File: config.mk
export PLATFORM = sky130hd
export DESIGN_NAME = uart_bcd_rx
export DESIGN_NICKNAME = d
export VERILOG_FILES = /design/src/rtl/uart_bcd_rx.sv
export SDC_FILE = /design/constraint.sdc
export NUM_CORES = 1
export LEC_CHECK = 0
export ABC_AREA = 1
export CAP_MARGIN = 20
export CORE_ASPECT_RATIO = 0.6
export CORE_UTILIZATION = 59
export CTS_CLUSTER_SIZE = 24
export DETAILED_ROUTE_END_ITERATION = 6
export GPL_ROUTABILITY_DRIVEN = 0
export GPL_TIMING_DRIVEN = 1
export PLACE_DENSITY = 0.83
export SYNTH_ARGS = -nofsm -noshare
export SYNTH_HDL_FRONTEND = slang
export SYNTH_SLANG_ARGS = --single-unit
File: constraint.sdc
create_clock -name clk -period 3.3 [get_ports clk]
set_input_delay 0.495 -clock clk [delete_from_list [all_inputs] [get_ports clk]]
set_output_delay 0.495 -clock clk [all_outputs]
set_load 0.03 [all_outputs]
File: src/rtl/uart_bcd_rx.sv
// Oversampling UART receiver that assembles ASCII digit pairs into two BCD digits.
// Optional 8E1 framing with parity check when UART_RX_PARITY_EN is defined.
module uart_bcd_rx #(
  parameter int unsigned CLKS_PER_BIT = 16,
  parameter int unsigned SYNC_STAGES  = 2
) (
  input  logic       clk,
  input  logic       rst,
  input  logic       rx_in,
  output logic [7:0] rx_data,
  output logic       rx_valid,
  output logic       frame_err,
`ifdef UART_RX_PARITY_EN
  output logic       parity_err,
`endif
  output logic [3:0] bcd1,
  output logic [3:0] bcd0,
  output logic       bcd_valid
);

  localparam int unsigned CW = $clog2(CLKS_PER_BIT);
  localparam logic [CW-1:0] MID  = CW'(CLKS_PER_BIT / 2 - 1);
  localparam logic [CW-1:0] LAST = CW'(CLKS_PER_BIT - 1);

  typedef enum logic [2:0] {
    S_IDLE,
    S_START,
    S_DATA,
    S_STOP
`ifdef UART_RX_PARITY_EN
    , S_PARITY
`endif
  } state_t;

  state_t state_q, state_d;

  logic [SYNC_STAGES-1:0] sync_q;
  logic                   rx_s;
  logic                   rx_prev;
  logic [CW-1:0]          cnt_q, cnt_d;
  logic [2:0]             bit_q, bit_d;
  logic [7:0]             shift_q;
  logic                   do_sample;
  logic                   stop_chk;
  logic                   par_ok;
  logic                   digit_cnt;
  logic [3:0]             tens_q;
  logic                   is_digit;

  assign rx_s = sync_q[SYNC_STAGES-1];

`ifdef UART_RX_PARITY_EN
  logic par_q;
  logic do_par;
  assign par_ok = ~(^shift_q ^ par_q);
`else
  assign par_ok = 1'b1;
`endif

  always_comb begin
    state_d   = state_q;
    cnt_d     = cnt_q + CW'(1);
    bit_d     = bit_q;
    do_sample = 1'b0;
    stop_chk  = 1'b0;
`ifdef UART_RX_PARITY_EN
    do_par    = 1'b0;
`endif
    case (state_q)
      S_IDLE: begin
        cnt_d = '0;
        if (rx_prev && !rx_s) state_d = S_START;
      end
      S_START: begin
        if (cnt_q == MID) begin
          cnt_d   = '0;
          bit_d   = '0;
          state_d = rx_s ? S_IDLE : S_DATA;
        end
      end
      S_DATA: begin
        if (cnt_q == LAST) begin
          cnt_d     = '0;
          do_sample = 1'b1;
          bit_d     = bit_q + 3'd1;
          if (bit_q == 3'd7) begin
`ifdef UART_RX_PARITY_EN
            state_d = S_PARITY;
`else
            state_d = S_STOP;
`endif
          end
        end
      end
`ifdef UART_RX_PARITY_EN
      S_PARITY: begin
        if (cnt_q == LAST) begin
          cnt_d   = '0;
          do_par  = 1'b1;
          state_d = S_STOP;
        end
      end
`endif
      S_STOP: begin
        if (cnt_q == LAST) begin
          cnt_d    = '0;
          stop_chk = 1'b1;
          state_d  = S_IDLE;
        end
      end
      default: state_d = S_IDLE;
    endcase
  end

  always_ff @(posedge clk or posedge rst) begin
    if (rst) begin
      state_q <= S_IDLE;
      cnt_q   <= '0;
      bit_q   <= '0;
      sync_q  <= '1;
      rx_prev <= 1'b1;
      shift_q <= '0;
    end else begin
      state_q <= state_d;
      cnt_q   <= cnt_d;
      bit_q   <= bit_d;
      sync_q  <= {sync_q[SYNC_STAGES-2:0], rx_in};
      rx_prev <= rx_s;
      if (do_sample) shift_q[bit_q] <= rx_s;
    end
  end

`ifdef UART_RX_PARITY_EN
  always_ff @(posedge clk or posedge rst) begin
    if (rst) begin
      par_q      <= 1'b0;
      parity_err <= 1'b0;
    end else begin
      if (do_par) par_q <= rx_s;
      parity_err <= stop_chk && !par_ok;
    end
  end
`endif

  // Frame result is registered; digit assembly then acts on the registered byte.
  always_ff @(posedge clk or posedge rst) begin
    if (rst) begin
      rx_data   <= '0;
      rx_valid  <= 1'b0;
      frame_err <= 1'b0;
    end else begin
      rx_valid  <= 1'b0;
      frame_err <= 1'b0;
      if (stop_chk) begin
        if (!rx_s) begin
          frame_err <= 1'b1;
        end else if (par_ok) begin
          rx_data  <= shift_q;
          rx_valid <= 1'b1;
        end
      end
    end
  end

  assign is_digit = (rx_data[7:4] == 4'h3) && (rx_data[3:0] <= 4'd9);

  always_ff @(posedge clk or posedge rst) begin
    if (rst) begin
      digit_cnt <= 1'b0;
      tens_q    <= '0;
      bcd1      <= '0;
      bcd0      <= '0;
      bcd_valid <= 1'b0;
    end else begin
      bcd_valid <= 1'b0;
`ifdef UART_RX_PARITY_EN
      if (frame_err || parity_err) begin
`else
      if (frame_err) begin
`endif
        digit_cnt <= 1'b0;
      end else if (rx_valid) begin
        if (!is_digit) begin
          digit_cnt <= 1'b0;
        end else if (!digit_cnt) begin
          tens_q    <= rx_data[3:0];
          digit_cnt <= 1'b1;
        end else begin
          bcd1      <= tens_q;
          bcd0      <= rx_data[3:0];
          bcd_valid <= 1'b1;
          digit_cnt <= 1'b0;
        end
      end
    end
  end

endmodule

Word level (Yosys, flattened, before mapping)
Cells that the tools add are included.
Widths: inputs -> output; s select.
{ "op_classes": {"n_addsub": 2, "magnitude_cmp": 3, "n_eq_ne": 12, "muxes": 31, "bitwise_logic": 2, "n_reduce_logical": 13} }
{ "ops": {"columns": ["cell", "count"], "rows": [
  ["$mux 3", 7],
  ["$mux 1", 16],
  ["$pmux 3 s4", 1],
  ["$pmux 4 s3", 1],
  ["$ne 2x2->1 const B", 5],
  ["$bwmux 8", 1],
  ["$mux 4", 2],
  ["$reduce_and 4->1", 2],
  ["$eq 3x2->1 const B", 2],
  ["$pmux 3 s2", 1],
  ["$reduce_and 5->1", 1],
  ["$add 4x1->4 const B", 1],
  ["$eq 4x2->1 const B", 1],
  ["$eq 4x3->1 const B", 1],
  ["$eq 4x4->1 const B", 1],
  ["$le 4x4->1 const B", 1],
  ["$lt 3x4->1 const B", 1],
  ["$reduce_bool 2->1", 2],
  ["$add 3x1->3 const B", 1],
  ["$demux 1 s3", 1],
  ["$eq 3x1->1 const B", 1],
  ["$eq 3x3->1 const B", 1],
  ["$ge 3x1->1 const B", 1],
  ["$logic_and 1x1->1", 3],
  ["7 further kinds", 8]
]} }
{ "word_totals": {"ff_bits": 45, "elab_cells": 77} }

Logic depth before layout (Yosys ltp)
{ "depth": {"ltp_word": 5, "depth_mapped": 9, "mapped_depth_nobuf": 9} }

Worst setup path before layout
OpenSTA, ideal clock, no wires.
{ "synth_path": {"path_type": "register to register", "start": "reg bit_q[0]", "end": "reg state_q[0]", "arrival_ns": 1.176, "setup_slack_ns": 2.008, "path_stages_with_launch": 10, "period_less_slack_ns": 1.292, "cell_sequence": "dfrtp_1 ha_1 ha_1 inv_1 nand2_1 nand2_1 nor2_2 nand2_1 nand2_1 nand2_1"} }
{ "synth_via": {"elab_chain_len": 3} }
{ "synth_lines": {"columns": ["item", "line_no", "source"], "rows": [
  ["start: declaration", "41", "logic [2:0] bit_q, bit_d;"],
  ["start signal: assignment", "126", "bit_q <= bit_d;"],
  ["$eq 3x3->1", "86", "if (bit_q == 3'd7) begin"],
  ["$ne 2x2->1 (no source line)", null, null],
  ["$reduce_and 5->1 (no source line)", null, null],
  ["end signal: assignment", "124", "state_q <= state_d;"],
  ["end: declaration", "35", "state_t state_q, state_d;"]
]} }
Every way passes these cells.
A chain may end at the register's enable or synchronous reset.

Worst setup path after layout
{ "layout_path": {"start": "reg rx_data[3]", "end": "out rx_data[3]"} }
{ "layout_lines": {"columns": ["item", "line_no", "source"], "rows": [
  ["start: declaration", "10", "output logic [7:0] rx_data,"],
  ["start signal: assignment", "158", "rx_data <= shift_q;"]
]} }
No word-level cell between the ends.

==> impl_results.md <==
* GRT Util Overall at about 25%
* Filler cell count at just under 200
* Max_slew headroom at around 64%
* Number of gates resized after cts at 0
* Final setup vio count at 0
* Layout cells sized above 1 at between 10% and 20%
* Share of the synthesized area in the top cell type at 53.1%
* ANT cells at 0
* Part of the cycle the worst path needs at 60.1%
* Clock Tree Buf Depth at 2
* Main combinational cell family by area after synthesis: simple AND/OR/NAND/NOR gates
* Buf/Inv on CP at 1
* Postcts setup bufs at 0
* WL final at 3.93 mm
* Design Power at 1.20 mW
* Synth unique cells at 28
* Worst-path clk slew at around 0.09 ns
* Status: complete, no violations
* Synth Cell Area at about 0.0019 mm^2
* Synth Warn # at 0
* Clock Skew at around 0.0067 ns
* Crit path cell chain: clkdlybuf4s50_1
* Initial DRT Pass Iterations at 5
* Max cap viols at 0
* DRC violations left at 0
* Pre-CTS setup slack at around 1.7 ns
* Post-synthesis average cell area at 9.34 um^2
* Cts hold-fix bufs at 0
* Port Buffers at 21
* Post-Synth XOR/XNOR Area at less than 1%
* Slowest stage cell, crit path: clkdlybuf4s50_1
* CTS Buf Count at 5
* Pwr dens at approximately 520 mW/mm^2
* DR vias/cell at ~5.5
* H-Tree Depth at 2
* Post-synthesis mux area share at 0%
* Final cell count without fillers at 276
* DP Cell Count at 268
* TritonCTS Sinks at between 40 and 50
* DIE AREA at between 0.003 and 0.004 mm^2
* Die width at around 76 um
* Ports at 22
* Simple-Gate Fraction of Synth Area at 29.6%
* Layout area overhead at 19.0%
* Largest net degree at the start of global routing at 45
* FF+latch count, synth at 44
* Crit end category: primary output
* Synth Area in Compound Gates at 5.18%
* Setup tns final at 0 ns
* Fmax at approximately 500 MHz
* First-pass GRT wire length at between 6 and 7 mm
* Die Y at between 40 and 50 um
* Clk_lat worst skew at between 0.3 and 0.4 ns
* Synth Area in Adders at under 10%
* Utilization after layout at 77.1%
* Top cells by area, synth: dfrtp_1 (53%), nand2_1 (15%), dfstp_2 (4.1%)
* Peak supply drop at a little over 0.3 mV
* Row count at 15
* Crit start category: flop
* Wire per inst at between 10 and 15 um
* CORE AREA at 0.00298 mm^2
* Net count after synthesis at ~210
* Sequential share of the synthesized area at about 57%
* Final nets at roughly 240
* Required time of the critical path at about 2.8 ns
* Hold Vio Cnt, Final at 0
* CP Data Arrival Time at 1.49 ns
* Initial antenna violation count at 0
* Final worst setup slack at roughly 1.3 ns
* RSZ-0062 raised after global routing: false
* Routed vias at between 1500 and 2000
* Worst Max-Slew Pin Slew at approximately 0.54 ns
* DRT antenna net count at 0
* Initial core utilization at roughly two thirds
* Hold Crit Class: flop to flop
* Grt total ovfl at 0
* Top delay family on crit path: buffers and inverters
* Final Critical Period at roughly 2.0 ns
* Drt initial violations at between 100 and 150
* Pleak at 1.13 nW
* Clk root buf: clkbuf_8
* DPL Wire Length at approximately 2.9 mm
* Synth area leader: dfrtp_1
* CP Max Fanout at 5
* Gate Count Post-Synth at just over 200
* Vias in the first global route at between 1000 and 1500
* CTS tree: built
* Max-slew violations at 0
* Worst Setup Path Type: flop to primary output
* CP peak stage delay at about 0.71 ns
-- metal layers --
layer / up-vias / track usage (%) / wire length [um]
met5: - / 0 / 0
met4: 0 / 7.78 / 37
li1: 728 / - / -
met2: 58 / 36.6 / 1770
met1: 721 / 37.0 / 1850
met3: 5 / 6.78 / 262
-- synth_stat cells --
cell type	instances
o21ai_1	9
inv_6	1
nor2_2	2
inv_1	15
nor3_1	1
ha_1	3
o31ai_1	1
nand3_4	2
dfstp_2	3
nor2_1	8
nand2_1	78
xor2_1	1
inv_2	2
nand2_8	1
a21oi_1	1
xnor2_1	1
nand4_1	12
nor2_4	2
dfrtp_1	41
o21ai_2	2
o21bai_1	2
nand3_1	10
clkinv_2	2
nand3_2	1
buf_4	1
o21ai_0	2
nor2_8	1
buf_2	2
-- layout make-up --
cell class / instances / area (um^2) / area share [%]
clock buffers: 5 / 68.8 / 2.99
repair buffers: 22 / 218 / 9.46
inverters: 20 / 82.6 / 3.59
multi-input cells: 140 / 728 / 31.6
well taps: 42 / 52.6 / 2.28
flip-flops and latches: 44 / 1100 / 48.0
clock inverters: 3 / 46.3 / 2.01
-- cell families after synthesis --
logic type      count (synthesis)
compound gates                 17
flops                          44
xor+xnor                        2
buf+inv                        23
fa+ha+maj                       3
simple gates                  118
-- cells in the final DEF (no fill, tap or decap), drive strengths merged --
cell type / n
a21oi: 1
buf: 1
bufinv: 1
clkbuf: 5
clkdlybuf4s50: 21
clkinv: 2
clkinvlp: 1
dfrtp: 41
dfstp: 3
ha: 3
inv: 19
nand2: 79
nand3: 13
nand4: 12
nor2: 13
nor3: 1
o21ai: 13
o21bai: 2
o31ai: 1
xnor2: 1
xor2: 1
-- final timing paths --
check | startpoint | end | slack, ns | cells past startpoint
max | rx_data[3] | rx_data[3] | 1.32 | 1
min | sync_q[0] | sync_q[1] | 0.36 | 0
max reg2reg | rx_data[7] | bcd1[1] | 1.64 | 6
min reg2reg | sync_q[0] | sync_q[1] | 0.36 | 0
max in group asynchronous | rst | sync_q[0] | 2.31 | 3
min in group asynchronous | rst | bcd1[0] | 0.62 | 3
-- power breakdown --
group | internal [mW] | switching, mW | leakage (nW)
logic | 0.0553 | 0.121 | 0.471
clock network | 0.228 | 0.193 | 0.0548
registers | 0.568 | 0.0356 | 0.599
-- metrics by stage --
stage,hold slack [ns],instance area (um^2)
2_1_floorplan,0.345,1930
5_1_grt,0.369,2300
3_5_place_dp,0.349,2190
4_1_cts,0.361,2300
3_3_place_gp,0.348,2190
6_report,0.357,2300
-- state kept, by name, indices dropped and copies added (netlist names) --
signal	cells
tens_q	4
rx_valid	1
bcd_valid	1
sync_q	2
rx_data	8
rx_prev	1
cnt_q	4
bit_q	3
shift_q	8
state_q	2
bcd1	4
digit_cnt	1
frame_err	1
bcd0	4
No activity file was read; power rests on OpenSTA's default activity.
